File: src/rtl/pwm_demod.sv
// ---------------------------------------------------------------------------
// pwm_demod
//   Recovers an N-bit duty value from a serial PWM line. High samples are
//   counted over consecutive windows of PERIOD = 2**WIDTH enabled clocks.
//   Each count is published once per window. Lock is declared when two
//   consecutive complete windows produce the same value.
//
// Parameters
//   WIDTH          result width; the window length is 2**WIDTH clocks
//
// Ports
//   i_clk          single clock, all logic on posedge
//   i_rst          synchronous active-high reset, highest priority
//   i_en           measurement enable; low holds results, aborts window
//   i_sin          PWM serial input
//   o_dout         high-sample count of the last complete window
//                  (saturates at PERIOD-1)
//   o_dout_valid   one-cycle pulse, o_dout was updated this cycle
//   o_locked       last two complete windows gave identical o_dout
//   o_ovf          last window saw PERIOD high samples
//
// Configuration
//   PWM_DEMOD_SYNC_EN   when defined, i_sin passes through a two-flop
//                       synchroniser (reset to 0) before it is counted.
//                       Window contents shift by two cycles; the pulse
//                       timing relative to reset does not change.
// ---------------------------------------------------------------------------
module pwm_demod #(
  parameter int WIDTH = 8
) (
  input  logic             i_clk,
  input  logic             i_rst,
  input  logic             i_en,
  input  logic             i_sin,
  output logic [WIDTH-1:0] o_dout,
  output logic             o_dout_valid,
  output logic             o_locked,
  output logic             o_ovf
);

  // A full window is PERIOD samples. The last window position is all ones.
  // A full-scale sum is exactly PERIOD and needs the extra accumulator bit.
  localparam int               PERIOD    = 2 ** WIDTH;
  localparam logic [WIDTH-1:0] WCNT_LAST = {WIDTH{1'b1}};
  localparam logic [WIDTH-1:0] DOUT_SAT  = {WIDTH{1'b1}};
  localparam logic [WIDTH:0]   SUM_FULL  = (WIDTH + 1)'(PERIOD);
  localparam logic [WIDTH-1:0] WCNT_ONE  = {{(WIDTH-1){1'b0}}, 1'b1};

  typedef enum logic [1:0] {
    ST_IDLE    = 2'd0,
    ST_ACQUIRE = 2'd1,
    ST_LOCKED  = 2'd2
  } state_t;

  // Datapath and FSM registers
  logic [WIDTH-1:0] r_wcnt;
  logic [WIDTH:0]   r_acc;
  logic [WIDTH-1:0] r_prev;
  logic [WIDTH-1:0] r_dout;
  logic             r_dout_valid;
  logic             r_ovf;
  logic             r_locked;
  state_t           r_state;

  // Combinational helpers
  logic             w_sample;
  logic             w_window_end;
  logic [WIDTH:0]   w_sum;
  logic [WIDTH-1:0] w_new_dout;
  logic             w_new_ovf;
  logic             w_match;
  state_t           w_state_next;
  logic             w_locked_next;

`ifdef PWM_DEMOD_SYNC_EN
  logic r_sync1;
  logic r_sync2;

  // Two-flop synchroniser for an asynchronous PWM source. It runs whether or
  // not the measurement is enabled, so the first two samples after reset
  // read as 0.
  always_ff @(posedge i_clk) begin
    if (i_rst) begin
      r_sync1 <= 1'b0;
      r_sync2 <= 1'b0;
    end else begin
      r_sync1 <= i_sin;
      r_sync2 <= r_sync1;
    end
  end

  assign w_sample = r_sync2;
`else
  // The source is on this clock, so it is sampled directly.
  assign w_sample = i_sin;
`endif

  // The window closes on the last enabled position. The final sample still
  // has to be counted, so the published result is built from acc + sample
  // rather than from acc alone.
  always_comb begin
    w_window_end = i_en && (r_wcnt == WCNT_LAST);
    w_sum        = r_acc + {{WIDTH{1'b0}}, w_sample};
    w_new_ovf    = (w_sum == SUM_FULL);
    w_new_dout   = (w_sum >= SUM_FULL) ? DOUT_SAT : w_sum[WIDTH-1:0];
    w_match      = (w_new_dout == r_prev);
  end

  // Lock FSM next-state logic. Dropping enable returns to IDLE without a
  // result. Otherwise the FSM moves only when a window closes. In IDLE there
  // is no earlier window, so r_prev is ignored.
  always_comb begin
    w_state_next  = r_state;
    w_locked_next = r_locked;
    if (!i_en) begin
      w_state_next  = ST_IDLE;
      w_locked_next = 1'b0;
    end else if (w_window_end) begin
      case (r_state)
        ST_IDLE: begin
          w_state_next  = ST_ACQUIRE;
          w_locked_next = 1'b0;
        end
        ST_ACQUIRE: begin
          if (w_match) begin
            w_state_next  = ST_LOCKED;
            w_locked_next = 1'b1;
          end
        end
        ST_LOCKED: begin
          if (!w_match) begin
            w_state_next  = ST_ACQUIRE;
            w_locked_next = 1'b0;
          end
        end
        default: begin
          w_state_next  = ST_IDLE;
          w_locked_next = 1'b0;
        end
      endcase
    end
  end

  // State register and lock flag. Lock updates on the same edge as the
  // result pulse.
  always_ff @(posedge i_clk) begin
    if (i_rst) begin
      r_state  <= ST_IDLE;
      r_locked <= 1'b0;
    end else begin
      r_state  <= w_state_next;
      r_locked <= w_locked_next;
    end
  end

  // Window counter, accumulator and published result. Reset beats enable,
  // and enable-low beats a window end, so a window cut short by either is
  // discarded silently. dout and ovf keep their last published values until
  // a window completes.
  always_ff @(posedge i_clk) begin
    if (i_rst) begin
      r_wcnt       <= '0;
      r_acc        <= '0;
      r_prev       <= '0;
      r_dout       <= '0;
      r_dout_valid <= 1'b0;
      r_ovf        <= 1'b0;
    end else if (!i_en) begin
      r_wcnt       <= '0;
      r_acc        <= '0;
      r_dout_valid <= 1'b0;
    end else begin
      r_wcnt <= r_wcnt + WCNT_ONE;
      if (w_window_end) begin
        r_acc        <= '0;
        r_dout       <= w_new_dout;
        r_prev       <= w_new_dout;
        r_ovf        <= w_new_ovf;
        r_dout_valid <= 1'b1;
      end else begin
        r_acc        <= w_sum;
        r_dout_valid <= 1'b0;
      end
    end
  end

  assign o_dout       = r_dout;
  assign o_dout_valid = r_dout_valid;
  assign o_locked     = r_locked;
  assign o_ovf        = r_ovf;

endmodule

File: config.mk
export PLATFORM = sky130hd
export DESIGN_NAME = pwm_demod
export DESIGN_NICKNAME = d
export VERILOG_FILES = /design/src/rtl/pwm_demod.sv
export SDC_FILE = /design/constraint.sdc
export NUM_CORES = 1
export LEC_CHECK = 0
export ABC_CLOCK_PERIOD_IN_PS = 2260
export BUFFER_PORTS_ARGS = -buffer_cell sky130_fd_sc_hd__buf_4
export CAP_MARGIN = 40
export CORE_MARGIN = 3
export CORE_UTILIZATION = 52
export CTS_CLUSTER_DIAMETER = 200
export DETAILED_ROUTE_END_ITERATION = 10
export PLACE_DENSITY = 0.8
export SETUP_SLACK_MARGIN = 0.2
export SYNTH_ARGS = -nofsm -noshare
export SYNTH_HDL_FRONTEND = slang
export SYNTH_SLANG_ARGS = --single-unit
File: constraint.sdc
create_clock -name i_clk -period 2.26 [get_ports i_clk]
set_input_delay 0.339 -clock i_clk [delete_from_list [all_inputs] [get_ports i_clk]]
set_output_delay 0.339 -clock i_clk [all_outputs]
set_load 0.02 [all_outputs]
==> flow_summary.yaml, run 1 <==
die:
  io_pins: 15
  core_area_um2: 2880
  core.rowCount: 19
  die_y_um: 62.3
  dieArea_um2: 3880
  die_w_um: 62.3
  initial_core_util: 0.573
timing:
  finalHoldViolCount: 0
  worst_pin_slew_ns: 0.548
  setup_ws_ns: 0.258
  maxSlewHeadroom: 0.634
  setup_viol: 0
  fin_crit_ns: 2.00
  tns_ns: 0
  finalMaxSlewViolations: 0
  timing.final.crit_share: 0.886
  finalClockSkew_ns: 0.0106
  fmax_mhz: 499
  rsz0062_at_grt: "yes"
critical_path:
  critPathLaunchType: "flop"
  reg2reg_slack_ns: 0.26
  cp.arrival_ns: 2.25
  r2r-start: "r_acc[0]$_SDFF_PP0_"
  critPathKind: "flop to flop"
  path_max_fanout: 6
  crit_start: "r_acc[0]$_SDFF_PP0_"
  cp-endpoint: "o_locked$_SDFFE_PP0P_"
  worstReg2RegEnd: "o_locked$_SDFFE_PP0P_"
  end_kind: "flop"
  crit_required_ns: 2.50
  reg2reg_depth: 8
detailed_routing:
  drc_errors: 0
  ant_nets: 0
  dr_total_vias: 1549
  first_iter_violations: 118
  post_drt_wl_per_cell_um: 15.3
  via_per_inst: 5.98
  wl_um: 3960
  first_pass_iters: 5
placed_design:
  placed_area_um2: 1810
  place_congestion: 0.927
  dp.cells: 250
  hpwlAfterDp_um: 2780
  dpl_worst_slack_ns: 0.0699
  port_buffers: 14
logic_synthesis:
  synthCells: 199
  synth_ff_type: "dfxtp_1"
  synth_top_area_frac: 0.352
  yosysMostFrequentCell: "dfxtp_1"
  synthTopCellsByArea: "dfxtp_1 (35%), nor2_1 (5.5%), xnor2_1 (4.3%)"
  avgSynthCellArea_um2: 8.28
  synth_area_um2: 1650
  synth-edff-count: 0
  synthArstFlopShare: 0
  synth_common_cells: "dfxtp_1 (29), nor2_1 (24), nand2_1 (15)"
  yosysWarningCount: 0
  syn_nets: 206
  yosys.area.top_type: "dfxtp_1"
  ys_seq_area_frac: 0.352
  synth_seq_cells: 29
  synth_cell_types: 53
final_layout:
  stdcell_area_um2: 1970
  diodes: 0
  area_growth_syn_to_layout_pct: 19.4
  seq_area_um2: 588
  drive_above_1_share: 0.253
  fin_nets: 223
  filler_cell_count: 236
  utilization: 0.684
  multi_input_area_um2: 1050
  stdcell_count: 259
power_and_ir_drop:
  powerDensity_nw_per_um2: 514
  ir_worst_vdd_mv: 0.333
  leakagePower_nw: 0.697
global_route:
  grt_start_max_net_pins: 17
  gr-total-overflow: 0
  grt_antenna_before_repair: 0
  grt_pass1_wl_um: 6370
  grtUsageTotal: 0.204
  first_global_vias: 1383
min_path:
  min_from: "i_rst"
  hold_class: "input port to flop"
flow_run:
  maxCapViolCount: 0
clock_tree:
  cts_buffer_depth: 2
  h-tree-depth: 2
  clock_sinks: 29
  cts_tree: "yes"
  cts_buffers: 5
  clk_latency_ns: 0.34
  cts_root_buffer: "clkbuf_4"
  clk_pin_slew_ns: 0.10
  hold_buffers: 0
run_status:
  status: "complete, no violations"
how the worst min path moves through the flow:
stage	slack (ns)	cells after the start	endpoint
detailed placement	0.45	1	r_wcnt[0]$_SDFF_PP0_
floorplan	0.42	1	r_wcnt[0]$_SDFF_PP0_
CTS	0.26	2	o_dout[7]$_SDFFE_PP0P_
global placement	0.43	1	r_wcnt[0]$_SDFF_PP0_
finish	0.27	2	o_dout[7]$_SDFFE_PP0P_
global route	0.26	2	o_dout[7]$_SDFFE_PP0P_
timing repair:
| action | in CTS | in global routing |
|---|---|---|
| setup buffers | 0 | 1 |
| pin swaps | 0 | 4 |
| resized for setup | 2 | 15 |
| cloned | 0 | 0 |
| endpoints found under the setup margin | 1 | 3 |
layout make-up:
type / count / share of cell area
Multi-Input combinational cell: 153 / 0.532
Sequential cell: 29 / 0.299
Timing Repair Buffer: 24 / 0.0916
Tap cell: 42 / 0.0267
Clock buffer: 6 / 0.0261
Clock inverter: 2 / 0.0191
Inverter: 3 / 0.00573
power by group:
| group | switching (W) | internal, W |
|---|---|---|
| clock | 0.000192 | 0.000263 |
| sequential | 0.00000260 | 0.000514 |
| combinational | 0.0000217 | 0.0000184 |
| total | 0.000217 | 0.000795 |
per-stage QoR:
step	power, W	hold slack [ns]
2_1_floorplan	0.000553	0.418
3_3_place_gp	0.000563	0.432
3_5_place_dp	0.000565	0.447
4_1_cts	0.00102	0.265
5_1_grt	0.00105	0.263
6_report	0.00101	0.267
logic make-up (layout without fill, tap and decap cells):
kind of cell | count (synthesis) | count (layout) | synth area share
AND/OR/NAND/NOR | 94 | 94 | 0.302
XOR/XNOR | 12 | 12 | 0.0721
multiplexers | 3 | 3 | 0.0182
AO/OA/AOI/OAI | 41 | 41 | 0.178
flip-flops | 29 | 29 | 0.352
adder cells (fa/ha/maj) | 3 | 3 | 0.0228
buffers and inverters | 17 | 35 | 0.0547
sequential cells by signal, summed over array words and instances (netlist names):
register / count
r_state: 1
o_dout_valid: 1
r_acc: 9
o_locked: 1
o_ovf: 1
r_wcnt: 8
o_dout: 8
worst max-delay path: stages, from the launching register on:
cell	delay (ns)
dfxtp_2	0.34
ha_4	0.17
ha_4	0.17
and3_2	0.22
a311oi_1	0.29
a31o_2	0.19
mux2i_4	0.26
nor3_2	0.06
a21bo_1	0.19
cell usage in the layout (no fill, tap or decap), drive strengths merged, types with 3 or more instances in the layout:
cell,instances
dfxtp,29
nor2,24
buf,24
nand2,16
nand3,12
a21oi,11
xnor2,8
nor3,8
or3,7
o21ai,7
nand4,6
clkbuf,6
and3,6
a311oi,5
inv,3
xor2,3
mux2i,3
ha,3
per-layer routing:
metal	global-route usage	part of all wire	up-vias
li1	-	-	769
met1	0.248	0.42	705
met3	0.0613	0.075	16
met5	0	0	-
met2	0.335	0.48	59
met4	0.0854	0.026	0
Note: power is estimated with default switching activity, not from simulation.
==> run 2, diff against run 1 <==
Settings changed: CORE_ASPECT_RATIO from default to 2.
==> flow_summary.yaml, run 2 (synthesis results as in run 1) <==
run_status:
  status: "complete, no violations"
global_route:
  grt_start_max_net_pins: 17
  first_global_vias: 1599
  grtUsageTotal: 0.254
  grt_pass1_wl_um: 7160
  gr-total-overflow: 0
  grt_antenna_before_repair: 0
timing:
  rsz0062_at_grt: "no"
  timing.final.crit_share: 0.892
  fmax_mhz: 496
  fin_crit_ns: 2.02
  tns_ns: 0
  finalMaxSlewViolations: 0
  hold_ws_ns: 0.329
  setup_viol: 0
  maxSlewHeadroom: 0.711
  finalHoldViolCount: 0
  finalClockSkew_ns: 0.0116
  worst_pin_slew_ns: 0.433
power_and_ir_drop:
  leakagePower_nw: 0.693
  powerDensity_nw_per_um2: 501
  power_w: 0.000984
  ir_worst_vdd_mv: 0.425
critical_path:
  reg2reg_slack_ns: 0.24
  path_max_fanout: 6
  slowest_delay_ns: 0.34
  end_kind: "flop"
  slowest_stage: "dfxtp_2"
  crit_required_ns: 2.45
  critPathLaunchType: "flop"
  path_cells: "ha_4, ha_4, and3_2, and3_1, a31o_2, mux2i_4, nor3_2, a21bo_1"
  critPathKind: "flop to flop"
  crit_path_frequent_cell: "ha_4"
  cp.arrival_ns: 2.21
clock_tree:
  cts_buffer_depth: 2
  cts_tree: "yes"
  cts_buffers: 5
  clk_latency_ns: 0.29
  hold_buffers: 0
  cts_root_buffer: "clkbuf_8"
  h-tree-depth: 2
  clk_pin_slew_ns: 0.07
  clock_sinks: 29
detailed_routing:
  via_per_inst: 6.50
  dr_total_vias: 1600
  ant_nets: 0
  first_iter_violations: 79
  post_drt_wl_per_cell_um: 17.6
  first_pass_iters: 4
  drc_errors: 0
  wl_um: 4320
final_layout:
  final_cell_mix: "nor2_1 (24), buf_4 (23), dfxtp_1 (23)"
  layout_commonest_cell: "nor2_1"
  stdcell_area_um2: 1960
  drive_above_1_share: 0.255
  largest_register_ffs: 9
  utilization: 0.652
  diodes: 0
  area_growth_syn_to_layout_pct: 19.2
  regMostFlops: "r_acc"
  fin_nets: 223
die:
  core.rowCount: 28
  core_area_um2: 3010
  die_w_um: 45.8
  io_pins: 15
  dieArea_um2: 3920
  die_y_um: 85.6
  initial_core_util: 0.547
placed_design:
  placed_area_um2: 1800
  hpwlAfterDp_um: 3250
  place_congestion: 0.976
  port_buffers: 14
flow_run:
  maxCapViolCount: 0
min_path:
  hold_class: "input port to flop"
==> run 2: critical path: cells and delay by family (launching register included) <==
kind	cells	cell delay [ns]
flip-flops	1	0.34
adder cells (fa/ha/maj)	2	0.32
multiplexers	1	0.29
AO/OA/AOI/OAI	2	0.39
AND/OR/NAND/NOR	3	0.55
==> run 2: metal layers <==
metal,share of wire,vias up,GRT usage,wire (um)
li1,-,763,-,-
met1,0.34,746,0.250,1470
met2,0.54,64,0.424,2350
met3,0.045,27,0.0630,196
met4,0.070,0,0.192,302
met5,0,-,0,0
==> run 2: repair_timing <==
action / CTS / global route
pin swaps: 0 / 6
setup buffers: 0 / 1
gates cloned: 0 / 0
setup endpoints to repair: 2 / 2
gates resized for setup: 3 / 17
==> run 2: layout make-up <==
class | instances | area, um2
Timing Repair Buffer | 24 | 184
Fill cell | 256 | 1050
Multi-Input combinational cell | 153 | 1060
Clock buffer | 7 | 86.3
Tap cell | 30 | 37.5
Sequential cell | 29 | 588
Inverter | 3 | 11.3
==> run 2: through the flow <==
| step | cells | worst slack [ns] |
|---|---|---|
| 2_1_floorplan | 199 | 0.225 |
| 3_3_place_gp | 238 | 0.0739 |
| 3_5_place_dp | 238 | 0.0331 |
| 4_1_cts | 245 | 0.193 |
| 5_1_grt | 246 | 0.190 |
| 6_report | 246 | 0.244 |
==> run 2: path summary, 6_finish.rpt <==
check,cells after the start,to,startpoint
worst max-delay path,8,o_locked$_SDFFE_PP0P_,r_acc[0]$_SDFF_PP0_
worst min-delay path,2,o_dout[3]$_SDFFE_PP0P_,i_rst
worst max register to register,8,o_locked$_SDFFE_PP0P_,r_acc[0]$_SDFF_PP0_
worst min register to register,1,r_wcnt[0]$_SDFF_PP0_,r_wcnt[0]$_SDFF_PP0_
==> run 2: power by group <==
part / internal [W] / switching, W
clock: 0.000241 / 0.000186
combinational: 0.0000185 / 0.0000223
sequential: 0.000515 / 0.00000242
==> run 3, diff against run 2 <==
Settings changed: CAP_MARGIN 40 to default, CELL_PAD_IN_SITES_DETAIL_PLACEMENT from default to 0, CELL_PAD_IN_SITES_GLOBAL_PLACEMENT from default to 1, CORE_UTILIZATION 52 to 39.
==> flow_summary.yaml, run 3 (synthesis results as in run 1) <==
run_status:
  status: "complete, no violations"
final_layout:
  utilization: 0.521
  largest_register_ffs: 9
  layout_commonest_cell: "buf_4"
  filler_cell_count: 379
  diodes: 0
  seq_area_um2: 584
  final_cell_mix: "buf_4 (31), dfxtp_1 (26), nor2_1 (24)"
  multi_input_area_um2: 1060
  drive_above_1_share: 0.276
  fin_nets: 231
  area_growth_syn_to_layout_pct: 25.4
  regMostFlops: "r_acc"
die:
  core_area_um2: 3960
  io_pins: 15
  die_y_um: 97.9
  initial_core_util: 0.416
  core.rowCount: 32
  dieArea_um2: 5090
  die_w_um: 52.0
timing:
  timing.final.crit_share: 0.919
  fin_crit_ns: 2.08
  hold_ws_ns: 0.337
  rsz0062_at_grt: "yes"
  worst_pin_slew_ns: 0.561
  finalHoldViolCount: 0
  fmax_mhz: 481
  maxSlewHeadroom: 0.621
  finalMaxSlewViolations: 0
  tns_ns: 0
  setup_viol: 0
  finalClockSkew_ns: 0.00714
min_path:
  hold_depth: 2
  min_to: "o_dout[5]$_SDFFE_PP0P_"
  min_from: "i_rst"
  hold_class: "input port to flop"
detailed_routing:
  first_iter_violations: 31
  post_drt_wl_per_cell_um: 17.0
  first_pass_iters: 5
  ant_nets: 0
  wl_um: 4690
  drc_errors: 0
  via_per_inst: 5.96
  dr_total_vias: 1645
global_route:
  grt_antenna_before_repair: 0
  grt_pass1_wl_um: 7690
  gr-total-overflow: 0
  first_global_vias: 1697
  grt_start_max_net_pins: 17
  grtUsageTotal: 0.201
critical_path:
  worstReg2RegEnd: "o_locked$_SDFFE_PP0P_"
  crit_family: "simple AND/OR/NAND/NOR gates"
  cp_num_buf_inv: 0
  crit_required_ns: 2.44
  path_cells: "nand4_1, or3_4, and2_0, a32o_1, o311a_1, a21bo_1"
  slowest_delay_ns: 0.51
  critPathLaunchType: "flop"
  path_max_fanout: 8
  r2r-start: "r_acc[4]$_SDFF_PP0_"
  critPathKind: "flop to flop"
  slowest_stage: "dfxtp_1"
  reg2reg_slack_ns: 0.18
  cp.arrival_ns: 2.26
  end_kind: "flop"
  reg2reg_depth: 6
power_and_ir_drop:
  leakagePower_nw: 0.742
  comb_power_share: 0.041
  ir_worst_vdd_mv: 0.381
  power_w: 0.00103
  powerDensity_nw_per_um2: 500
  power_frac_seq: 0.501
  power_switching_w: 0.000224
  p_clk_frac: 0.458
  intPower_w: 0.000809
  switching_share: 0.217
placed_design:
  port_buffers: 14
  place_congestion: 0.980
  hpwlAfterDp_um: 3470
clock_tree:
  h-tree-depth: 2
  cts_buffers: 5
  cts_buffer_depth: 2
  clk_pin_slew_ns: 0.07
  clock_sinks: 29
  clk_latency_ns: 0.28
  cts_tree: "yes"
  cts_root_buffer: "clkbuf_8"
flow_run:
  maxCapViolCount: 0
[run 3: timing repair]
item                                   in CTS  in global routing
gates resized for setup                     7                  9
endpoints found under the hold margin       0                  0
pin swaps                                   3                  9
hold buffers                                0                  0
buffers inserted                            1                  2
setup endpoints to repair                   2                  2
[run 3: layout make-up]
| class | instances | area share |
|---|---|---|
| well taps | 51 | 0.0309 |
| clock buffers | 7 | 0.0466 |
| flip-flops and latches | 29 | 0.283 |
| inverters | 3 | 0.00545 |
| multi-input cells | 153 | 0.514 |
| repair buffers | 32 | 0.118 |
| clock inverters | 1 | 0.00242 |
[run 3: how the worst max path moves through the flow]
stage,slack (ns),from,cells past startpoint,to
after floorplan,0.22,i_sin,9,o_locked$_SDFFE_PP0P_
after global placement,0.07,i_sin,10,o_locked$_SDFFE_PP0P_
after detailed placement,-0.03,i_sin,10,o_locked$_SDFFE_PP0P_
after CTS,0.18,r_acc[0]$_SDFF_PP0_,9,r_state[0]$_SDFFE_PP0P_
after global routing,0.11,r_acc[0]$_SDFF_PP0_,10,o_locked$_SDFFE_PP0P_
final,0.18,r_acc[4]$_SDFF_PP0_,6,o_locked$_SDFFE_PP0P_
[run 3: stage by stage]
| stage | setup WS (ns) | instance area [um2] | std cells |
|---|---|---|---|
| 6_report | 0.182 | 2070 | 276 |
| 2_1_floorplan | 0.225 | 1670 | 199 |
| 3_3_place_gp | 0.0684 | 1870 | 265 |
| 3_5_place_dp | -0.0255 | 1870 | 265 |
| 5_1_grt | 0.113 | 2070 | 276 |
| 4_1_cts | 0.178 | 2010 | 274 |
[run 3: power by group through the flow]
stage | logic (W) | clock network, W | registers, W
after floorplan | 0.0000256 | 0 | 0.000527
after global placement | 0.0000383 | 0 | 0.000527
after detailed placement | 0.0000391 | 0 | 0.000528
after CTS | 0.0000420 | 0.000485 | 0.000517
after global routing | 0.0000468 | 0.000502 | 0.000517
final | 0.0000423 | 0.000473 | 0.000517
[run 3: metal layers]
layer | share of wire | up-vias | GRT usage
li1 | - | 781 | -
met4 | 0.067 | 0 | 0.170
met1 | 0.35 | 796 | 0.194
met3 | 0.035 | 23 | 0.0321
met2 | 0.55 | 45 | 0.349
met5 | 0 | - | 0
